--- config.mk ---
export PLATFORM = sky130hd
export DESIGN_NAME = dcpu16_exu
export DESIGN_NICKNAME = d
export VERILOG_FILES = /design/src/rtl/dcpu16_exu.sv
export SDC_FILE = /design/constraint.sdc
export NUM_CORES = 1
export LEC_CHECK = 0
export BUFFER_PORTS_ARGS = -buffer_cell sky130_fd_sc_hd__buf_2
export CORE_UTILIZATION = 55
export CTS_CLUSTER_DIAMETER = 120
export DETAILED_ROUTE_END_ITERATION = 7
export GPL_TIMING_DRIVEN = 0
export PLACE_DENSITY = 0.85
export SLEW_MARGIN = 25
export SYNTH_ARGS = -nofsm -noshare
export SYNTH_HDL_FRONTEND = slang
export SYNTH_SLANG_ARGS = --single-unit
export TNS_END_PERCENT = 30
--- constraint.sdc ---
create_clock -name clk -period 7.5 [get_ports clk]
set_input_delay 1.5 -clock clk [delete_from_list [all_inputs] [get_ports clk]]
set_output_delay 1.5 -clock clk [all_outputs]
set_load 0.05 [all_outputs]
--- src/rtl/dcpu16_exu.sv ---
// dcpu16_exu: execution sequencer for the DCPU16 core.
// Drives the external single-cycle ALU for simple arithmetic and logic ops. It also
// handles DIV/MOD (restoring divider), SHL/SHR (barrel shift) and IFx (comparator)
// locally, and returns registered result, O value, write enables and skip flag.
module dcpu16_exu (
    input  logic        clk,
    input  logic        rst,
    input  logic        stb,
    input  logic [3:0]  opc,
    input  logic [15:0] regA,
    input  logic [15:0] regB,
    output logic        rdy,
    output logic        alu_ena,
    output logic [3:0]  alu_opc,
    output logic [15:0] alu_a,
    output logic [15:0] alu_b,
    input  logic [15:0] alu_R,
    input  logic [15:0] alu_O,
    output logic        done,
    output logic [15:0] regR,
    output logic [15:0] regO,
    output logic        wre,
    output logic        oen,
    output logic        skp
);

    typedef enum logic [1:0] {S_IDLE, S_EXE, S_WB, S_DIV} state_t;

    state_t      r_state;
    state_t      w_state_nxt;

    logic [3:0]  r_opc;
    logic [15:0] r_a;
    logic [15:0] r_b;
    logic [31:0] r_q;      // dividend bits still to consume, quotient bits shifted in
    logic [15:0] r_rem;
    logic [5:0]  r_cnt;    // divider iterations remaining
    logic [15:0] r_regR;
    logic [15:0] r_regO;
    logic        r_done;
    logic        r_wre;
    logic        r_oen;
    logic        r_skp;

    logic        w_acc;
    logic [16:0] w_trial;
    logic        w_ge;
    logic [15:0] w_rem_nxt;
    logic [31:0] w_q_nxt;
    logic [31:0] w_shl;
    logic [31:0] w_shr;

    // Opcodes executed by the external ALU
    function automatic logic f_is_alu(input logic [3:0] op);
        case (op)
            4'h1, 4'h2, 4'h3, 4'h4, 4'h9, 4'hA, 4'hB: f_is_alu = 1'b1;
            default:                                   f_is_alu = 1'b0;
        endcase
    endfunction

    // {16'h0,a} << b, saturating to zero for shift counts of 32 and above
    function automatic logic [31:0] f_shl(input logic [15:0] a, input logic [15:0] b);
        if (b >= 16'd32) f_shl = 32'h0;
        else             f_shl = {16'h0, a} << b[4:0];
    endfunction

    // {a,16'h0} >> b, saturating to zero for shift counts of 32 and above
    function automatic logic [31:0] f_shr(input logic [15:0] a, input logic [15:0] b);
        if (b >= 16'd32) f_shr = 32'h0;
        else             f_shr = {a, 16'h0} >> b[4:0];
    endfunction

    // IFE/IFN/IFG/IFB condition; the skip flag is its inverse
    function automatic logic f_cond(input logic [3:0] op, input logic [15:0] a, input logic [15:0] b);
        case (op)
            4'hC:    f_cond = (a == b);
            4'hD:    f_cond = (a != b);
            4'hE:    f_cond = (a > b);
            default: f_cond = ((a & b) != 16'h0);
        endcase
    endfunction

    assign w_acc   = stb && rdy;
    assign w_shl   = f_shl(regA, regB);
    assign w_shr   = f_shr(regA, regB);

    // One restoring-division step: the trial remainder fits in 17 bits, the
    // restored remainder is always below b so 16-bit wrapping subtraction is exact.
    assign w_trial   = {r_rem, r_q[31]};
    assign w_ge      = (w_trial >= {1'b0, r_b});
    assign w_rem_nxt = w_ge ? (w_trial[15:0] - r_b) : w_trial[15:0];
    assign w_q_nxt   = {r_q[30:0], w_ge};

    assign alu_opc = r_opc;
    assign alu_a   = r_a;
    assign alu_b   = r_b;
    assign regR    = r_regR;
    assign regO    = r_regO;
    assign done    = r_done;
    assign wre     = r_wre;
    assign oen     = r_oen;
    assign skp     = r_skp;

    // State register
    always_ff @(posedge clk or posedge rst) begin
        if (rst) r_state <= S_IDLE;
        else     r_state <= w_state_nxt;
    end

    // Next-state logic
    always_comb begin
        w_state_nxt = r_state;
        case (r_state)
            S_IDLE: begin
                if (w_acc) begin
                    if (f_is_alu(opc))
                        w_state_nxt = S_EXE;
                    else if ((opc == 4'h5 || opc == 4'h6) && regB != 16'h0)
                        w_state_nxt = S_DIV;
                end
            end
            S_EXE:   w_state_nxt = S_WB;
            S_WB:    w_state_nxt = S_IDLE;
            S_DIV:   if (r_cnt == 6'd1) w_state_nxt = S_IDLE;
            default: w_state_nxt = S_IDLE;
        endcase
    end

    // State-decoded outputs
    always_comb begin
        rdy     = (r_state == S_IDLE);
        alu_ena = (r_state == S_EXE);
    end

    // Operand latches, divider, result registers and one-cycle flags
    always_ff @(posedge clk or posedge rst) begin
        if (rst) begin
            r_opc  <= 4'h0;
            r_a    <= 16'h0;
            r_b    <= 16'h0;
            r_q    <= 32'h0;
            r_rem  <= 16'h0;
            r_cnt  <= 6'd0;
            r_regR <= 16'h0;
            r_regO <= 16'h0;
            r_done <= 1'b0;
            r_wre  <= 1'b0;
            r_oen  <= 1'b0;
            r_skp  <= 1'b0;
        end else begin
            r_done <= 1'b0;
            r_wre  <= 1'b0;
            r_oen  <= 1'b0;
            r_skp  <= 1'b0;
            case (r_state)
                S_IDLE: begin
                    if (w_acc) begin
                        r_opc <= opc;
                        r_a   <= regA;
                        r_b   <= regB;
                        case (opc)
                            4'h0: r_done <= 1'b1;
                            4'h5: begin
                                if (regB == 16'h0) begin
                                    r_regR <= 16'h0;
                                    r_regO <= 16'h0;
                                    r_done <= 1'b1;
                                    r_wre  <= 1'b1;
                                    r_oen  <= 1'b1;
                                end else begin
                                    r_q   <= {regA, 16'h0};
                                    r_rem <= 16'h0;
                                    r_cnt <= 6'd32;
                                end
                            end
                            4'h6: begin
                                if (regB == 16'h0) begin
                                    r_regR <= 16'h0;
                                    r_done <= 1'b1;
                                    r_wre  <= 1'b1;
                                end else begin
                                    r_q   <= {regA, 16'h0};
                                    r_rem <= 16'h0;
                                    r_cnt <= 6'd16;
                                end
                            end
                            4'h7: begin
                                r_regR <= w_shl[15:0];
                                r_regO <= w_shl[31:16];
                                r_done <= 1'b1;
                                r_wre  <= 1'b1;
                                r_oen  <= 1'b1;
                            end
                            4'h8: begin
                                r_regR <= w_shr[31:16];
                                r_regO <= w_shr[15:0];
                                r_done <= 1'b1;
                                r_wre  <= 1'b1;
                                r_oen  <= 1'b1;
                            end
                            4'hC, 4'hD, 4'hE, 4'hF: begin
                                r_done <= 1'b1;
                                r_skp  <= !f_cond(opc, regA, regB);
                            end
                            default: ;
                        endcase
                    end
                end
                S_WB: begin
                    r_regR <= alu_R;
                    r_done <= 1'b1;
                    r_wre  <= 1'b1;
                    if (r_opc == 4'h2 || r_opc == 4'h3 || r_opc == 4'h4) begin
                        r_regO <= alu_O;
                        r_oen  <= 1'b1;
                    end
                end
                S_DIV: begin
                    r_q   <= w_q_nxt;
                    r_rem <= w_rem_nxt;
                    r_cnt <= r_cnt - 6'd1;
                    if (r_cnt == 6'd1) begin
                        r_done <= 1'b1;
                        r_wre  <= 1'b1;
                        if (r_opc == 4'h5) begin
                            r_regR <= w_q_nxt[31:16];
                            r_regO <= w_q_nxt[15:0];
                            r_oen  <= 1'b1;
                        end else begin
                            r_regR <= w_rem_nxt;
                        end
                    end
                end
                default: ;
            endcase
        end
    end

endmodule

==> After elaboration in Yosys (flattened, before gate mapping) <==
Cells that the tools add are included.
{ "totals": {"regBits": 128, "inputBits": 71, "out_inout_bits": 74, "wordCells": 141} }
{ "classes": {"n_addsub": 2, "n_lt_le_gt_ge": 3, "eq_ne": 39, "shift": 2, "mux": 57, "bitwise": 1, "reduce_logical": 24} }
{ "ops": {"columns": ["cell", "n"], "rows": [
  ["16-bit two-way mux", 12],
  ["16-bit case mux with 3 select lines", 4],
  ["32-bit two-way mux", 5],
  ["32-bit case mux with 2 select lines", 1],
  ["4-bit == test, second input constant", 8],
  ["16-bit case mux with 2 select lines", 1],
  ["16-bit nonzero test", 2],
  ["16-bit by 5-bit << shifter with 32-bit output", 1],
  ["32-bit by 5-bit right shift with 32-bit output", 1],
  ["4-bit by 3-bit == test with 1-bit output, second input constant", 6],
  ["6-bit case mux with 2 select lines", 2],
  ["6-bit two-way mux", 3],
  ["17-bit by 16-bit >= comparator with 1-bit output", 1],
  ["1-bit two-way mux", 17],
  ["16-bit AND", 1],
  ["16-bit == test", 1],
  ["4-bit by 2-bit == test with 1-bit output, second input constant", 4],
  ["16-bit by 6-bit >= comparator with 1-bit output, second input constant", 1],
  ["16-bit > comparator", 1],
  ["16-bit zero test", 1],
  ["16-bit inequality test", 1],
  ["16-bit subtractor", 1],
  ["7-bit OR reduction", 2],
  ["1-bit case mux with 3 select lines", 4],
  ["29 further kinds", 47]
]} }

==> Depth between registers and ports, before layout <==
{ "logic_depth": {"word_depth": 10, "ltp_mapped": 13, "depth_no_buf": 12} }

==> Worst setup path before layout <==
Ideal clock, no wire load.
{ "synth_path": {"kind": "in2reg", "startpoint": "input port regB[2]", "endpoint": "register r_regO[14], in the netlist regO[14]", "setup_ps": 134, "arrival_ps": 3250, "required_time_ps": 7366, "path_slack_ps": 4116, "stages": 9, "path_buffers": 2, "path_cell_list": "buf_2 buf_2 mux4_1 nor2_1 a21oi_1 a221oi_1 nor2_1 a221oi_1 a31oi_1"} }
{ "synth_between": {"elab_chain_len": 5, "word_cells_on_any_way": 11, "cone_classes": "order compare (1); eq/ne (1); shift (2); mux (5); reduce/logical (2)"} }
{ "synth_lines": {"columns": ["item", "line_no", "text"], "rows": [
  ["from (decl)", "11", "input logic [15:0] regB,"],
  ["16-bit by 6-bit >= comparator with 1-bit output, or another cell as far along", "63, 69", null],
  ["32-bit two-way mux (on tied branches)", "69, 63", null],
  ["16-bit case mux with 3 select lines", "161", "case (opc)"],
  ["16-bit two-way mux", "157", "if (w_acc) begin"],
  ["16-bit case mux with 3 select lines", "155", "case (r_state)"],
  ["to (signal assigned)", "189", "r_regO <= w_shl[31:16];"],
  ["to (signal assigned)", "196", "r_regO <= w_shr[15:0];"],
  ["to (signal assigned)", "214", "r_regO <= alu_O;"],
  ["to (decl)", "39", "logic [15:0] r_regO;"]
]} }
Several ways; a longest one is shown, not always the timed one. The select of a mux whose other input is x is not followed.
A chain may end at the register's enable or synchronous reset.

==> Worst setup path after layout <==
{ "layout_path": {"startpoint": "input port regA[15]", "endpoint": "register r_regO[9], in the netlist regO[9]"} }
{ "layout_between": {"elab_chain_len": 5, "word_cells_on_any_way": 7, "cone_classes": "shift (2); mux (5)"} }
{ "layout_lines": {"columns": ["item", "line_no", "text"], "rows": [
  ["from (decl)", "10", "input logic [15:0] regA,"],
  ["32-bit by 5-bit right shift with 32-bit output or 16-bit by 5-bit << shifter with 32-bit output (tied branches)", "70, 64", null],
  ["32-bit two-way mux (on tied branches)", "69, 63", null],
  ["16-bit case mux with 3 select lines (*)", "161", null],
  ["16-bit two-way mux (*)", "157", null],
  ["16-bit case mux with 3 select lines (*)", "155", null]
]} }
Every way passes the cells marked *; elsewhere a longest branch is shown, timed or not. The select of a mux whose other input is x is not followed.

==> results.md <==
* Status: complete, no violations
* Num rows at 48
* Routed vias/inst at 6.663
* Core area at 17480 µm²
* Post-CTS Resized at 0
* # H-tree levels at 4
* Clock slew seen by the registers of the worst setup and hold paths at 60 ps
* Placed insts at 1505
* Delay-heaviest family, CP: compound AO/OA/AOI/OAI gates
* Top FF cell, synth: dfrtp_1
* Worst Path Required at 7800 ps
* Number of port buffers at 142
* Root buf cell: clkbuf_16
* Vias in the first global route at 9374
* Register bit total from synthesis at 128
* DRC violations left at 0
* CP Max Fanout at 10
* Detailed-route wire length per cell at 23.34 µm
* Nets at 1426
* Lkg Pwr at 5.193 nW
* Worst Path Buf+Inv at 2
* CP max stage cell: o21ai_0
* Setup Skew at 9.044 ps
* Cell area after synthesis at 9925 µm²
* Transition time at the pin with the least slew margin at 904.8 ps
* Top cell type by total area after synthesis: dfrtp_1
* Via count at 10230
* Post-Synthesis Net Count at 1264
* Hpwl dp at 27230 µm
* Die area at 18590 µm²
* Slew Viols, Final at 0
* Post-synth ARST share at 1.000
* DRT Pass-1 Iters at 8
* Starting density of the core at 0.5679
* Syn Inst Count at 1137
* Inserted Diodes at 0
* Yosys cell types at 83
* Worst Hold Class: flop to flop
* CTS tree: yes
* Slowest stage delay, CP at 730 ps
* Bufs on Longest Clock Path at 2
* Gr ovfl total at 0
* Area delta synth->final at 15.97%
* Worst-path cell chain: buf_2 -> clkbuf_1 -> mux2_2 -> a21oi_1 -> a211o_1 -> o21ai_0 -> o21ai_0 -> o221a_2 -> a21oi_1
* VDD IR max at 0.0003071 V
* Share of cells above drive strength 1 at 0.2265
* Crit. End Element: flop
* Yosys warns at 0
* CTS Hold Bufs at 0
* Max-Slew Margin vs Limit at 0.3904
* Worst R2R Setup Slack at 4540 ps
* Final core utilization at 0.6586
* Tmin final at 3816 ps
* Worst EP arrival at 4120 ps
* Critical path class: primary input to flop
* Clk_lat worst skew at 430 ps
* I/O pin count at 145
* Post-Layout Cell Count at 1536
* Die width at 136.3 µm
* CTS Buf Count at 17
* CTS sink cnt at 128
* Setup_tns at 0 ps
* Post-route ant nets at 0
* Synth top area cells: dfrtp_1, ha_1, nand2_1
* RSZ-0062 raised after global routing: false
* Die height at 136.3 µm
* Syn_area_per_cell at 8.729 µm²
* Maxcap violations at 0
* EDFF count, synth at 0
* CP startpoint kind: primary input
* Antenna violations before repair at 0
* Largest net degree at the start of global routing at 102
* Fmax achieved at 0.2621 GHz
* Tcrit/Tclk final at 0.5087
* Detailed Route WL at 35850 µm
* Share of the synthesized area in the top cell type at 0.3227
* Routability cong. at 1.024
* GRT Total Usage at 0.3920
* Setup violators final at 0
* FILL cells at 1451
* Initial DRC count at 1248
* Pwr dens at 438.7 nW/µm²
* Postcts setup bufs at 0
* First-pass GRT wire length at 53850 µm
* Hold Violations, Final at 0
* Sequential share of the synthesized area at 0.3227
-- final timing paths --
kind | endpoint | start | depth (start not counted)
setup reg to reg | regR[11] | alu_b[14] | 12
hold / removal | alu_a[0] | alu_a[0] | 2
setup / recovery | regO[9] | regA[15] | 9
min in group asynchronous | alu_a[9] | rst | 2
max in group asynchronous | regO[5] | rst | 3
hold reg to reg | alu_a[0] | alu_a[0] | 2
-- sequential cells by signal, indices dropped and copies added (netlist names) --
register and flops:
alu_opc 4, r_q 32, regR 16, regO 16
done 1, r_cnt 6, alu_b 16, r_rem 16
alu_a 16, r_state 2, skp 1, wre 1
oen 1
-- final cells by class --
type                       instances  area, µm²  area share
multi-input combinational        872       6100      0.5299
sequential                       128       3203      0.2783
timing repair buffer             143      738.2     0.06414
buffer                            89      447.9     0.03892
clock buffer                      18      439.2     0.03816
tap                              225      281.5     0.02446
inverter                          48      187.7     0.01631
clock inverter                    13      112.6    0.009784
-- worst reg2reg max path: cells and delay by family, from the launching register on --
family	cells	cell delay [ps]
multiplexers	1	280
buffers and inverters	3	600
AO/OA/AOI/OAI	3	660
AND/OR/NAND/NOR	4	580
flip-flops	1	400
adder cells (fa/ha/maj)	1	320
-- kinds of logic after synthesis --
family                     after synthesis  share of synthesized area
xor gates and xnor gates                12                    0.01059
buffers and inverters                  137                    0.06329
and+or+nand+nor                        356                     0.1643
adders and majority gates               56                    0.07136
AOI/OAI and AO/OA                      336                     0.2191
DFF                                    128                     0.3227
muxes                                  112                     0.1486
-- cell usage after synthesis (8+ instances only) --
| master | number |
|---|---|
| xnor2_1 | 8 |
| a22oi_1 | 14 |
| clkbuf_1 | 46 |
| o21ai_1 | 22 |
| buf_4 | 8 |
| o31ai_1 | 9 |
| o22ai_1 | 10 |
| a221oi_1 | 9 |
| nor3_1 | 19 |
| nor4_1 | 8 |
| mux4_2 | 23 |
| buf_2 | 25 |
| inv_1 | 43 |
| nand2b_1 | 9 |
| a211oi_1 | 13 |
| ha_1 | 55 |
| mux2i_1 | 51 |
| nor2_1 | 96 |
| nor2b_1 | 9 |
| a21oi_1 | 69 |
| nand2_1 | 154 |
| a31oi_1 | 11 |
| nand3_1 | 20 |
| o21ai_0 | 91 |
| dfrtp_1 | 128 |
| a21o_1 | 19 |
| mux2_2 | 33 |
| o211ai_1 | 13 |
| a222oi_1 | 8 |
-- layout by cell type, fill, tap and decap left out, types with 6 or more instances in the layout --
cell type	instances
a222oi_1	8
mux2i_1	51
a21oi_1	69
nor4_1	8
buf_4	8
ha_1	55
dfrtp_1	128
a21o_1	19
nor2_1	96
nor3_1	19
o22ai_1	10
buf_6	7
inv_1	42
nand2_1	154
a31oi_1	11
mux2_2	33
clkbuf_16	17
buf_2	167
a211oi_1	13
o21ai_1	22
o31ai_1	9
clkbuf_1	46
nor2b_1	9
nand3_1	20
or3_1	7
o21ai_0	91
nand4_1	6
o211ai_1	13
nand2b_1	9
xnor2_1	8
a221oi_1	9
a22oi_1	14
mux4_2	23
-- through the flow --
stage	setup slack (ps)	hold WS, ps	power, mW	instance area, µm²
2_1_floorplan	2587	449.7	3.415	9925
3_3_place_gp	1145	463.9	4.105	10920
3_5_place_dp	3430	471.9	4.178	10960
4_1_cts	3819	485.8	4.986	11510
5_1_grt	3628	509.8	5.308	11510
6_report	3684	480.0	5.050	11510
-- report_power, final --
group          total (mW)  internal (mW)  switching (mW)  leakage [nW]
clock network       0.798          0.462           0.335         0.269
registers            1.29           1.02           0.264          1.61
logic                2.97          0.939            2.03          3.32
total                5.05           2.42            2.63          5.19
-- routing by layer --
layer	wire, µm	GRT usage	share of wire
met1	14470	0.5434	0.40
met2	15640	0.5874	0.44
met3	4364	0.08837	0.12
met4	1380	0.1648	0.038
met5	0	0	0
No activity file was read; power rests on OpenSTA's default activity.
